File: src/rtl/fsm_state_monitor.sv
// Passive monitor for a small FSM's state bus: per-state entry counts, transition count,
// illegal-encoding / never-visited / stuck detection, and a req/valid/ack per-state readout.
module fsm_state_monitor #(
   parameter int STATE_W     = 2,
   parameter int NUM_LEGAL   = 3,
   parameter int CNT_W       = 8,
   parameter int STUCK_LIMIT = 16
) (
   input  logic                 clk,
   input  logic                 rst,
   input  logic                 clear,
   input  logic                 state_vld,
   input  logic [STATE_W-1:0]   state_in,
   input  logic                 rd_req,
   input  logic [STATE_W-1:0]   rd_idx,
   input  logic                 rd_ack,
   output logic                 rd_valid,
   output logic [CNT_W-1:0]     rd_data,
   output logic [CNT_W-1:0]     trans_count,
   output logic [NUM_LEGAL-1:0] unvisited_mask,
   output logic                 illegal_flag,
   output logic [STATE_W-1:0]   illegal_state,
   output logic                 stuck_flag,
   output logic                 sat_flag
);

   localparam logic [CNT_W-1:0] CNT_MAX   = '1;
   localparam logic [CNT_W-1:0] CNT_TOP   = CNT_MAX - 1'b1;
   localparam logic [CNT_W-1:0] STUCK_MAX = CNT_W'(STUCK_LIMIT);
   localparam logic [CNT_W-1:0] STUCK_TOP = STUCK_MAX - 1'b1;

   typedef enum logic {IDLE, TRACK} trk_state_t;
   typedef enum logic {RD_IDLE, RD_WAIT} rd_state_t;

   trk_state_t trk_state, trk_next;
   rd_state_t  rd_state, rd_next;

   logic [STATE_W-1:0] prev;
   logic [CNT_W-1:0]   stuck_cnt;
   logic [CNT_W-1:0]   visit [NUM_LEGAL];
   logic [CNT_W-1:0]   snap;
   logic               legal;
   logic               new_entry;
   logic               do_trans;
   logic               do_repeat;
   logic               load;
   logic               sat_evt;

   assign legal    = ({1'b0, state_in} < (STATE_W+1)'(NUM_LEGAL));
   assign rd_valid = (rd_state == RD_WAIT);

   always_ff @(posedge clk or posedge rst) begin
      if (rst) begin
         trk_state <= IDLE;
         rd_state  <= RD_IDLE;
      end else if (clear) begin
         trk_state <= IDLE;
         rd_state  <= RD_IDLE;
      end else begin
         trk_state <= trk_next;
         rd_state  <= rd_next;
      end
   end

   // The first sample after reset/clear is an entry but never a transition.
   always_comb begin
      trk_next  = trk_state;
      new_entry = 1'b0;
      do_trans  = 1'b0;
      do_repeat = 1'b0;
      if (state_vld) begin
         case (trk_state)
            IDLE: begin
               trk_next  = TRACK;
               new_entry = 1'b1;
            end
            TRACK: begin
               if (state_in != prev) begin
                  new_entry = 1'b1;
                  do_trans  = 1'b1;
               end else begin
                  do_repeat = 1'b1;
               end
            end
            default: trk_next = IDLE;
         endcase
      end
   end

   always_comb begin
      rd_next = rd_state;
      load    = 1'b0;
      case (rd_state)
         RD_IDLE: begin
            if (rd_req) begin
               rd_next = RD_WAIT;
               load    = 1'b1;
            end
         end
         RD_WAIT: begin
            if (rd_ack) rd_next = RD_IDLE;
         end
         default: rd_next = RD_IDLE;
      endcase
   end

   always_comb begin
      snap    = '0;
      sat_evt = do_trans && (trans_count == CNT_TOP);
      for (int i = 0; i < NUM_LEGAL; i++) begin
         if (rd_idx == STATE_W'(i)) snap = visit[i];
         if (new_entry && legal && state_in == STATE_W'(i) && visit[i] == CNT_TOP)
            sat_evt = 1'b1;
      end
   end

   always_ff @(posedge clk or posedge rst) begin
      if (rst) begin
         prev           <= '0;
         stuck_cnt      <= '0;
         trans_count    <= '0;
         unvisited_mask <= '1;
         illegal_flag   <= 1'b0;
         illegal_state  <= '0;
         stuck_flag     <= 1'b0;
         sat_flag       <= 1'b0;
         rd_data        <= '0;
         for (int i = 0; i < NUM_LEGAL; i++) visit[i] <= '0;
      end else if (clear) begin
         prev           <= '0;
         stuck_cnt      <= '0;
         trans_count    <= '0;
         unvisited_mask <= '1;
         illegal_flag   <= 1'b0;
         illegal_state  <= '0;
         stuck_flag     <= 1'b0;
         sat_flag       <= 1'b0;
         rd_data        <= '0;
         for (int i = 0; i < NUM_LEGAL; i++) visit[i] <= '0;
      end else begin
         if (state_vld) prev <= state_in;

         if (new_entry)
            stuck_cnt <= '0;
         else if (do_repeat && stuck_cnt != STUCK_MAX)
            stuck_cnt <= stuck_cnt + 1'b1;
         if (do_repeat && stuck_cnt == STUCK_TOP) stuck_flag <= 1'b1;

         if (do_trans && trans_count != CNT_MAX) trans_count <= trans_count + 1'b1;

         for (int i = 0; i < NUM_LEGAL; i++) begin
            if (new_entry && legal && state_in == STATE_W'(i)) begin
               unvisited_mask[i] <= 1'b0;
               if (visit[i] != CNT_MAX) visit[i] <= visit[i] + 1'b1;
            end
         end
         if (sat_evt) sat_flag <= 1'b1;

         if (state_vld && !legal) begin
            illegal_flag <= 1'b1;
            if (!illegal_flag) illegal_state <= state_in;
         end

         // Snapshot is taken once at request time so rd_data cannot move under the consumer.
         if (load) rd_data <= snap;
      end
   end

endmodule

File: config.mk
export PLATFORM = sky130hd
export DESIGN_NAME = fsm_state_monitor
export DESIGN_NICKNAME = d
export VERILOG_FILES = /design/src/rtl/fsm_state_monitor.sv
export SDC_FILE = /design/constraint.sdc
export NUM_CORES = 1
export LEC_CHECK = 0
export ABC_CLOCK_PERIOD_IN_PS = 2500
export CAP_MARGIN = 20
export CORE_ASPECT_RATIO = 0.7
export CORE_MARGIN = 2
export CORE_UTILIZATION = 57
export DETAILED_ROUTE_END_ITERATION = 10
export GPL_ROUTABILITY_DRIVEN = 0
export GPL_TIMING_DRIVEN = 0
export PLACE_DENSITY = 0.8
export SLEW_MARGIN = 20
export SYNTH_ARGS = -nofsm -noshare
export SYNTH_HDL_FRONTEND = slang
export SYNTH_SLANG_ARGS = --single-unit
File: constraint.sdc
create_clock -name clk -period 2.5 [get_ports clk]
set_input_delay 0.5 -clock clk [delete_from_list [all_inputs] [get_ports clk]]
set_output_delay 0.5 -clock clk [all_outputs]
set_load 0.02 [all_outputs]
==> flow_summary.json, run 1 <==
{
  "dp_slack_ns": -0.110,
  "layout_common_cells": "57 x dfrtp_1, 40 x nor2_1, 35 x a21oi_1",
  "hold_ws_ns": 0.459,
  "final_nets": 422,
  "drtIter0Drc": 194,
  "ios": 35,
  "leakage_nw": 1.64,
  "wl_per_cell_um": 17.5,
  "grt_use_total": 0.281,
  "cp-startpoint": "state_in[1]",
  "port_buffers": 31,
  "cp_max_fo": 8,
  "regArea_mm2": 0.00151,
  "start_util": 0.585,
  "finalWorstSetupSlack_ns": 0.188,
  "multi_input_area_mm2": 0.00170,
  "final_util": 0.696,
  "critPathLaunchType": "primary input",
  "vias": 3020,
  "synth_area_leaders": "dfrtp_1 43%, a21oi_1 5.3%, nor2_1 4.5%",
  "place_hpwl_um": 5830,
  "rsz0062_at_grt": "false",
  "finalSetupTns_ns": 0,
  "relSlewSlack": 0.551,
  "fillers": 460,
  "die-area_mm2": 0.00649,
  "synth_cell_type_count": 46,
  "routed_wl_um": 8440,
  "drv_slew": 0,
  "layout_worst_path_cycle_share": 0.925,
  "critPathKind": "in -> reg",
  "cts-root-buf": "clkbuf_8",
  "num_antenna_cells": 0,
  "dieHeight_um": 68.0,
  "num_rows": 23,
  "grt_pass1_wl_um": 13800,
  "dp.cells": 466,
  "post-route-cell-area_mm2": 0.00396,
  "cts_resized": 0,
  "hold_class": "in -> async",
  "drv_cap": 0,
  "rrSetupSlack_ns": 0.42,
  "grt_pass1_vias": 2851,
  "max_freq_mhz": 433,
  "core_area_mm2": 0.00570,
  "die_w_um": 95.4,
  "postSynthAreaPerCell_um2": 9.29,
  "cts_setup_buffers": 0,
  "insertion_delay_ns": 0.34,
  "finalHoldViolCount": 0,
  "synth-edff-count": 0,
  "setup_viol": 0,
  "antenna_left": 0,
  "cts_sinks": 60,
  "irDropWorstVdd_uv": 385,
  "syn_inst": 359,
  "ctsHtreeMaxLevel": 3,
  "layout_commonest_cell": "dfrtp_1",
  "worstReg2RegStart": "prev[0]$_DFFE_PP0P_",
  "worstPathArrival_ns": 2.57,
  "vias_per_cell": 6.27,
  "placed_area_mm2": 0.00376,
  "crit_required_ns": 2.76,
  "status": "complete, no violations",
  "final_layout_size_suffix_gt1_frac": 0.0860,
  "tightest_slew_ns": 0.669,
  "syn-num-nets": 379,
  "async_reset_ff_frac": 1.00,
  "r2r_cells": 4,
  "tritoncts": "yes",
  "grt_overflow_total": 0,
  "first_pass_iters": 5,
  "fin_skew_ns": 0.00522,
  "antenna_found_initial": 0,
  "endpoint_kind": "flip-flop",
  "clock_path_buffers": 2,
  "grt_max_degree": 41,
  "yosys_register_bits": 60,
  "drc": 0,
  "total_power_mw": 2.14,
  "synth_warnings": 0,
  "ys.flop_type": "dfrtp_1",
  "postCtsHoldBufs": 0,
  "layout_min_cycle_time_ns": 2.31,
  "path_clk_slew_ns": 0.06,
  "layout.cells.non_filler": 482,
  "seq_area_frac_synth": 0.451,
  "numCtsBuffers": 9,
  "power.density_mw_per_mm2": 539,
  "area_growth_pct": 18.9,
  "synth.largest_area_cell": "dfrtp_1",
  "synthesis.area_mm2": 0.00333,
  "synth_top_area_share": 0.428
}
## Yosys cell counts (5+ instances only)
master / n
and4_1: 8
nor2b_1: 11
nand4_1: 11
o21ai_0: 11
or4_1: 8
or3_1: 11
inv_1: 15
nand3_1: 15
ha_1: 10
clkbuf_1: 11
a21oi_1: 35
mux2_2: 9
mux2i_1: 10
and3_1: 6
buf_2: 5
dfrtp_1: 57
a211oi_1: 12
nand2_1: 21
o31ai_1: 7
nor2_1: 40
## layer usage
| metal | track usage | share of wire | vias up |
|---|---|---|---|
| met5 | 0 | 0 | - |
| met4 | 0.0893 | 0.017 | 0 |
| met3 | 0.0771 | 0.062 | 18 |
| met2 | 0.445 | 0.46 | 118 |
| met1 | 0.382 | 0.46 | 1473 |
| li1 | - | - | 1411 |
## path summary, 6_finish.rpt
path,endpoint
max in group asynchronous,unvisited_mask[1]$_DFFE_PP1P_
hold reg to reg,unvisited_mask[0]$_DFFE_PP1P_
min in group clk,unvisited_mask[0]$_DFFE_PP1P_
setup / recovery,stuck_cnt[7]$_DFFE_PP0P_
setup reg to reg,stuck_cnt[7]$_DFFE_PP0P_
hold / removal,trans_count[5]$_DFFE_PP0P_
## worst max-delay path, stage by stage
cell,delay (ns)
clkdlybuf4s50_1,0.52
xnor2_1,0.57
nand4_1,0.38
or3_1,0.44
a21oi_1,0.16
## kinds of logic (layout without fill, tap and decap cells)
| family | Yosys count | after routing | share of synthesized area |
|---|---|---|---|
| AOI/OAI and AO/OA | 85 | 85 | 0.160 |
| buffers and inverters | 32 | 80 | 0.0379 |
| adders and majority gates | 10 | 10 | 0.0375 |
| muxes | 19 | 19 | 0.0604 |
| DFF | 60 | 60 | 0.451 |
| xor gates and xnor gates | 4 | 4 | 0.0105 |
| and+or+nand+nor | 149 | 149 | 0.242 |
## power by group
part	switching (mW)	internal, mW	total, mW
Combinational	0.136	0.0808	0.217
Clock	0.389	0.511	0.900
Sequential	0.0224	0.996	1.02
## sequential cells by signal (all words and copies together) (netlist names)
name	flops
illegal_state	2
stuck_flag	1
unvisited_mask	3
visit	24
illegal_flag	1
trans_count	8
prev	2
rd_data	8
sat_flag	1
rd_valid	1
trk_state	1
stuck_cnt	8
## final cells by class
type                    count  area share
repair buffers             32      0.0833
clock inverters             4      0.0120
multi-input cells         267       0.430
clock buffers              12      0.0391
plain buffers              17      0.0177
inverters                  15      0.0148
flip-flops and latches     60       0.380
well taps                  75      0.0237
(Power assumes the default switching activity.)
==> inputs of run 2 (changes only) <==
--- a/config.mk
+++ b/config.mk
@@ -9,11 +9,11 @@
 export CAP_MARGIN = 20
 export CORE_ASPECT_RATIO = 0.7
 export CORE_MARGIN = 2
-export CORE_UTILIZATION = 57
+export CORE_UTILIZATION = 51
 export DETAILED_ROUTE_END_ITERATION = 10
 export GPL_ROUTABILITY_DRIVEN = 0
 export GPL_TIMING_DRIVEN = 0
-export PLACE_DENSITY = 0.8
+export PLACE_DENSITY = 0.73
 export SLEW_MARGIN = 20
 export SYNTH_ARGS = -nofsm -noshare
 export SYNTH_HDL_FRONTEND = slang
==> run 2 against run 1 <==
Effect of this change: die area increased by 11%; largest power group unchanged; via count shrank 2.9%; setup slack gained 0.011 ns; design area down 0.76%; sequential share of layout area grew 0.29 points; first-iteration DRC count is 7.2% lower; power is 6.6% lower; fmax grew 0.47%; critical path depth did not move; utilization down 6.9 points; flip-flop and latch count unchanged.
==> flow_summary.json, run 2 (synthesized netlist as in run 1, its figures left out) <==
{
  "status": "complete, no violations",
  "grt_pass1_vias": 2769,
  "rsz0062_at_grt": "false",
  "cts_sinks": 60,
  "drc": 0,
  "worstReg2RegStart": "prev[0]$_DFFE_PP0P_",
  "grt_use_total": 0.247,
  "drv_slew": 0,
  "layout_min_cycle_time_ns": 2.30,
  "postCtsHoldBufs": 0,
  "critPathKind": "in -> reg",
  "wl_per_cell_um": 16.8,
  "drtIter0Drc": 180,
  "numCtsBuffers": 9,
  "critPathLaunchType": "primary input",
  "final_layout_size_suffix_gt1_frac": 0.0860,
  "cp-startpoint": "state_in[1]",
  "largest_reg_flops": 24,
  "port_buffers": 31,
  "hold_class": "reg -> reg",
  "power.density_mw_per_mm2": 507,
  "final_util": 0.627,
  "dp_slack_ns": -0.0853,
  "num_rows": 24,
  "rrSetupSlack_ns": 0.44,
  "antenna_found_initial": 0,
  "clock_path_buffers": 2,
  "cpMaxStageDelayCell": "xnor2_1",
  "setup_viol": 0,
  "tritoncts": "yes",
  "antenna_left": 0,
  "layout_common_cells": "57 x dfrtp_1, 40 x nor2_1, 35 x a21oi_1",
  "insertion_delay_ns": 0.34,
  "path_buf_inv": 1,
  "start_util": 0.531,
  "path_clk_slew_ns": 0.07,
  "largest_register": "visit",
  "cts_setup_buffers": 0,
  "finalHoldViolCount": 0,
  "dieHeight_um": 71.7,
  "ctsHtreeMaxLevel": 3,
  "layout_worst_path_cycle_share": 0.920,
  "finalWorstSetupSlack_ns": 0.199,
  "grt_pass1_wl_um": 13900,
  "grt_overflow_total": 0,
  "max_freq_mhz": 435,
  "endpoint_kind": "flip-flop",
  "first_pass_iters": 5,
  "cpPeakStageDelay_ns": 0.56,
  "layout_commonest_cell": "dfrtp_1",
  "relSlewSlack": 0.550,
  "cp_max_fo": 8,
  "place_hpwl_um": 5790,
  "area_growth_pct": 18.0,
  "grt_max_degree": 32,
  "ios": 35,
  "leakage_nw": 1.62,
  "cpLargestDelayFamily": "simple AND/OR/NAND/NOR gates",
  "die-area_mm2": 0.00721,
  "cts-root-buf": "clkbuf_8",
  "vias_per_cell": 6.05,
  "cts_resized": 0,
  "die_w_um": 101,
  "irDropWorstVdd_uv": 335,
  "crit_required_ns": 2.75,
  "routed_wl_um": 8150,
  "final_nets": 422,
  "tightest_slew_ns": 0.670,
  "crit_chain": "clkdlybuf4s50_1, xnor2_1, nand4_1, or3_1, a21oi_1",
  "num_antenna_cells": 0,
  "vias": 2933,
  "min_from": "unvisited_mask[0]$_DFFE_PP1P_",
  "worstPathArrival_ns": 2.55,
  "core_area_mm2": 0.00628,
  "fin_skew_ns": 0.0103,
  "drv_cap": 0
}
[run 2: cell types whose count changed in the layout (fill, tap and decap cells not counted), sizes merged]
cell / before / now
bufinv: 1 / 0
clkinv: 2 / 4
clkbuf: 23 / 22
[run 2: cell type report]
cell class / instances / area [µm²]
clock buffers: 11 / 141
fillers: 531 / 2340
flip-flops and latches: 60 / 1510
clock inverters: 5 / 27.5
well taps: 78 / 97.6
inverters: 15 / 58.8
multi-input cells: 267 / 1700
plain buffers: 17 / 70.1
repair buffers: 32 / 330
[run 2: worst min-delay path, delay by kind of cell, from the launching register on]
family,cells,cell delay [ns]
flops,1,0.37
simple gates,2,0.10
[run 2: worst paths after layout]
kind | end | cells after the start
setup / recovery | stuck_cnt[5]$_DFFE_PP0P_ | 5
hold / removal | unvisited_mask[0]$_DFFE_PP1P_ | 2
hold reg to reg | unvisited_mask[0]$_DFFE_PP1P_ | 2
max in group asynchronous | unvisited_mask[2]$_DFFE_PP1P_ | 3
setup reg to reg | stuck_cnt[5]$_DFFE_PP0P_ | 4
min in group asynchronous | stuck_cnt[3]$_DFFE_PP0P_ | 2
[run 2: through the flow]
step	power [mW]	TNS [ns]	std cells	area, µm²	hold WS, ns
2_1_floorplan	1.16	0	359	3330	0.462
3_3_place_gp	1.24	-35.60	468	3740	0.447
3_5_place_dp	1.25	-0.246	469	3760	0.454
4_1_cts	2.01	0	485	3930	0.467
5_1_grt	2.09	0	485	3930	0.479
6_report	2.00	0	485	3930	0.466
[run 2: where the power goes]
group	total (mW)	switching (mW)	internal (mW)	leakage [nW]
clock network	0.762	0.382	0.380	0.0889
registers	1.02	0.0213	0.996	0.816
logic	0.217	0.136	0.0808	0.719
total	2.00	0.539	1.46	1.62
[run 2: metal layers]
metal | part of all wire | GRT usage | vias to the layer above
li1 | - | - | 1418
met3 | 0.061 | 0.0654 | 7
met5 | 0 | 0 | -
met2 | 0.45 | 0.359 | 92
met1 | 0.48 | 0.366 | 1416
met4 | 0.0080 | 0.0654 | 0
==> inputs of run 3 (changes only) <==
--- a/config.mk
+++ b/config.mk
@@ -6,7 +6,6 @@
 export NUM_CORES = 1
 export LEC_CHECK = 0
 export ABC_CLOCK_PERIOD_IN_PS = 2500
-export CAP_MARGIN = 20
 export CORE_ASPECT_RATIO = 0.7
 export CORE_MARGIN = 2
 export CORE_UTILIZATION = 51
==> results of run 3 <==
The final DEF is identical to that of run 2; final timing and power are the same.
